## src/rtl/piso_serializer_pkg.sv

```systemverilog
// Shared types and helpers for the parametrised PISO serializer.
// Holds the FSM state encoding and the counter-width helper.
package piso_pkg;

    typedef enum logic [0:0] {
        IDLE  = 1'b0,
        SHIFT = 1'b1
    } piso_state_t;

    // A one-bit counter is still needed for the smallest legal WIDTH.
    function automatic int clog2_min1(input int n);
        int r;
        r = $clog2(n);
        return (r < 1) ? 1 : r;
    endfunction

endpackage

```

## src/rtl/piso_bit_counter.sv

```systemverilog
// Counts consumed bits of the current frame and flags the final bit position.
// Clear takes priority over increment so a reload on the last bit restarts at zero.
module piso_bit_counter
    import piso_pkg::*;
#(
    parameter int WIDTH = 4
) (
    input  logic clk,
    input  logic rst,
    input  logic clr,
    input  logic inc,
    output logic last
);

    localparam int CNT_W = clog2_min1(WIDTH);
    localparam logic [CNT_W-1:0] LAST_CNT = CNT_W'(WIDTH - 1);

    logic [CNT_W-1:0] cnt;

    always_ff @(posedge clk) begin
        if (rst) begin
            cnt <= '0;
        end else if (clr) begin
            cnt <= '0;
        end else if (inc) begin
            cnt <= cnt + CNT_W'(1);
        end
    end

    assign last = (cnt == LAST_CNT);

endmodule

```

## src/rtl/piso_serializer.sv

```systemverilog
// Parallel-in/serial-out shifter with valid/ready load, per-word direction and stall.
// A new word may be accepted on the last-bit cycle so frames run back to back.
module piso_serializer
    import piso_pkg::*;
#(
    parameter int   WIDTH      = 4,
    parameter logic IDLE_LEVEL = 1'b0
) (
    input  logic             clk,
    input  logic             rst,
    input  logic             load_valid,
    output logic             load_ready,
    input  logic [WIDTH-1:0] din,
    input  logic             lsb_first,
    input  logic             shift_en,
    output logic             serial_out,
    output logic             serial_valid,
    output logic             frame_done,
    output logic             busy
);

    piso_state_t      state_q;
    piso_state_t      state_d;
    logic [WIDTH-1:0] shreg;
    logic             dir_q;
    logic             last;
    logic             consume;
    logic             accept;
    logic             last_consume;

    assign consume      = (state_q == SHIFT) && shift_en;
    assign last_consume = consume && last;
    assign load_ready   = (state_q == IDLE) || last_consume;
    assign accept       = load_valid && load_ready;

    piso_bit_counter #(
        .WIDTH (WIDTH)
    ) u_bit_counter (
        .clk  (clk),
        .rst  (rst),
        .clr  (accept || last_consume),
        .inc  (consume),
        .last (last)
    );

    always_ff @(posedge clk) begin
        if (rst) begin
            state_q <= IDLE;
        end else begin
            state_q <= state_d;
        end
    end

    always_comb begin
        state_d = state_q;
        case (state_q)
            IDLE: begin
                if (accept) begin
                    state_d = SHIFT;
                end
            end
            SHIFT: begin
                if (last_consume) begin
                    state_d = accept ? SHIFT : IDLE;
                end
            end
            default: state_d = IDLE;
        endcase
    end

    // A reload wins over the shift that retires the previous word's last bit.
    always_ff @(posedge clk) begin
        if (rst) begin
            shreg      <= '0;
            dir_q      <= 1'b0;
            frame_done <= 1'b0;
        end else begin
            frame_done <= last_consume;
            if (accept) begin
                shreg <= din;
                dir_q <= lsb_first;
            end else if (consume) begin
                shreg <= dir_q ? (shreg >> 1) : (shreg << 1);
            end
        end
    end

    assign serial_valid = (state_q == SHIFT);
    assign busy         = serial_valid;
    assign serial_out   = (state_q == IDLE) ? IDLE_LEVEL
                        : (dir_q ? shreg[0] : shreg[WIDTH-1]);

endmodule
```

## config.mk

```make
export PLATFORM = sky130hd
export DESIGN_NAME = piso_serializer
export DESIGN_NICKNAME = d
export VERILOG_FILES = /design/src/rtl/piso_serializer_pkg.sv /design/src/rtl/piso_bit_counter.sv /design/src/rtl/piso_serializer.sv
export SDC_FILE = /design/constraint.sdc
export NUM_CORES = 1
export LEC_CHECK = 0
export CORE_AREA = 2 2 39 41
export CTS_CLUSTER_SIZE = 24
export DETAILED_ROUTE_END_ITERATION = 10
export DIE_AREA = 0 0 41 43
export SYNTH_ARGS = -nofsm -noshare
export SYNTH_HDL_FRONTEND = slang
export SYNTH_SLANG_ARGS = --single-unit
```

## constraint.sdc

```tcl
create_clock -name clk -period 1.6 [get_ports clk]
set_clock_uncertainty 0.2 [all_clocks]
set_input_delay 0.24 -clock clk [delete_from_list [all_inputs] [get_ports clk]]
set_output_delay 0.24 -clock clk [all_outputs]
set_load 0.03 [all_outputs]
```

==> flow_summary.toml <==
[power_and_ir_drop]
p_leak_uw = 0.000297
switchingPower_uw = 156
seqPwrFrac_pct = 45.3
swShare_pct = 27.9
power_density_nw_per_um2 = 779
comb_power_share_pct = 22.6
internal_power_uw = 403
pwr-share-clk_pct = 32.1
ir_drop_uv = 649

[timing]
setup_violations = 0
hold_violations = 0
worstMarginPinSlew_ps = 320
rsz0062_at_grt = "yes"
post-route-min-period_ps = 1560
fin_crit_sh_pct = 97.3
slew_violations = 0
slew_headroom_pct = 78.6
clock.fmax_ghz = 0.642
fin_setup_tns_ps = 0

[die]
initial_core_util_pct = 33.4
core_um2 = 1380
die_w_um = 41
die-height_um = 43
die_area_um2 = 1760
rows = 14
ioPinCount = 14

[logic_synthesis]
seq_area_frac_synth_pct = 39.0
synthTopCellsByArea = "dfxtp_1 39%, mux2i_1 8.7%, a21oi_1 6.5%"
syn-num-nets = 61
synth.avg_cell_area_um2 = 9.05
synth.distinct_cells = 23
yosys_register_bits = 9
yosys_warnings = 0
synth_top_area_share_pct = 39.0
yosysTopAreaCell = "dfxtp_1"
ys.flop_type = "dfxtp_1"
syn_area_um2 = 462
syn-instance-count = 51
synth_edf_count = 0
postSynth.asyncResetShare_pct = 0

[global_routing]
antenna_found_initial = 0
grt_max_degree = 11
grt-ovfl-total = 0
grt_pass1_vias = 429
grt_pass1_wl_mm = 1.85
grt_usage_pct = 15.7

[route]
top_layer_used = "met3"
ant_nets = 0
met2_length_um = 548
routedWlPerCell_um = 13.0
dr.pass1.iters = 4
drt_wl_total_mm = 1.18
drc = 0
drt_first_iter_violations = 8
wl_met3_um = 86
vias = 474
post_drt_via_cell_ratio = 5.21
wl_met1_um = 545

[finish]
layout-drive-gt1-share_pct = 30.7
syn_to_final_growth_pct = 55.3
nets = 86
final_cells = 91
antennaDiodeCount = 0
fillerInstances = 130

[clocking]
cts_buffer_depth = 2
clock-sinks = 9
cts_buffers = 3
cts_tree = "yes"
clkTransAtPathRegs_ps = 60
clkLatencyLatePin_ps = 260
h-tree-depth = 1
root_buffer = "clkbuf_4"

[worst_setup_path]
cp_cell_sequence = "ha_4, a21boi_4, inv_4, buf_6"
critPathLaunchType = "register"
cp_data_required_time_ps = 1160
slowest_delay_ps = 330
crit_path_end_kind = "output port"
cp_max_fo = 7
critPathSlowestCell = "dfxtp_2"
critPathBufInv = 2
crit_family = "flip-flops"
critical_path_class = "register to output port"
crit_arrival_ps = 1120

[run_status]
status = "finished, final reports clean"

[flow_run]
drv_cap = 0

[placement]
routabilityCongestion = 0.720
io_buffers = 13
dp.cells = 83
post-dp-hpwl_um = 825

[min_path]
hp-class = "register to register"
[per-layer routing]
metal / vias to the layer above / global-route usage (%)
li1: 238 / -
met2: 15 / 22.8
met5: - / 0
met1: 221 / 20.1
met3: 0 / 9.42
met4: 0 / 2.00
[stage by stage]
stage	util [%]	cell area, um2	hold WS [ps]	setup slack (ps)	total power [uW]
floorplan	-	463	188	15.8	318
global placement	46.4	642	263	-149	373
detailed placement	46.4	642	276	-189	373
CTS	51.1	707	301	12.5	563
global route	51.8	717	305	-7.39	590
finish	51.8	717	295	42.6	558
[power groups by stage]
stage                     Sequential (uW)  Combinational (uW)  Clock (uW)
after floorplan                       254                64.8           0
after global placement                257                 116           0
after detailed placement              257                 117           0
after CTS                             253                 124         187
after global routing                  254                 138         198
final                                 253                 126         179
[worst paths after layout]
kind	depth (start not counted)	from	endpoint	slack [ps]
max reg2reg	5	u_bit_counter.cnt[1]	shreg[1]	150
min	2	u_bit_counter.cnt[1]	u_bit_counter.cnt[1]	300
max	4	u_bit_counter.cnt[1]	load_ready	40
min reg2reg	2	u_bit_counter.cnt[1]	u_bit_counter.cnt[1]	300
[placed cells by master (no fill, tap or decap), types with 2 or more instances in the layout]
cell type	instances
clkdlybuf4s50_1	7
a221oi_1	2
nand3_1	3
a221o_1	2
dfxtp_1	5
nor2_1	2
clkbuf_4	3
mux2i_1	4
dfxtp_2	4
dlygate4sd2_1	3
nand2_1	2
buf_4	12
a21oi_1	6
nor3_1	5
[synth_stat cells (2+ instances only)]
cell,count
a21oi_1,6
a221oi_1,2
nor3_1,5
mux2i_1,4
dfxtp_1,9
clkbuf_1,3
nand3_1,3
nand2_1,2
nor2_1,2
a221o_1,2
[final cells by class]
cell class	instances	area (um2)	area share, %
well taps	16	20.0	2.79
flip-flops and latches	9	185	25.8
inverters	2	10.0	1.40
clock buffers	4	26.3	3.66
multi-input cells	36	265	37.0
repair buffers	24	210	29.3
[kinds of logic (layout without fill, tap and decap cells)]
family / Yosys count / count (layout) / synth area share (%)
AO/OA/AOI/OAI: 13 / 13 / 21.4
adder cells (fa/ha/maj): 1 / 1 / 2.71
buffers and inverters: 6 / 30 / 6.23
flip-flops: 9 / 9 / 39.0
multiplexers: 4 / 4 / 8.67
AND/OR/NAND/NOR: 18 / 18 / 22.0
[flip-flops by register name (all words and copies together) (netlist names)]
register	flops
shreg	4
u_bit_counter.cnt	2
busy	1
dir_q	1
frame_done	1
[timing repair]
| item | in CTS | in global routing |
|---|---|---|
| endpoints found under the setup margin | 5 | 1 |
| pin swaps | 2 | 1 |
| buffers inserted | 3 | 1 |
| resized for setup | 9 | 1 |
| hold buffers | 0 | 0 |
[worst register-to-register path: cells and delay by family (launching register included)]
family          cells  cell delay (ps)
compound gates      3              630
flops               1              330
fa+ha+maj           1              160
buf+inv             1               70
Note: power is estimated with default switching activity, not from simulation.
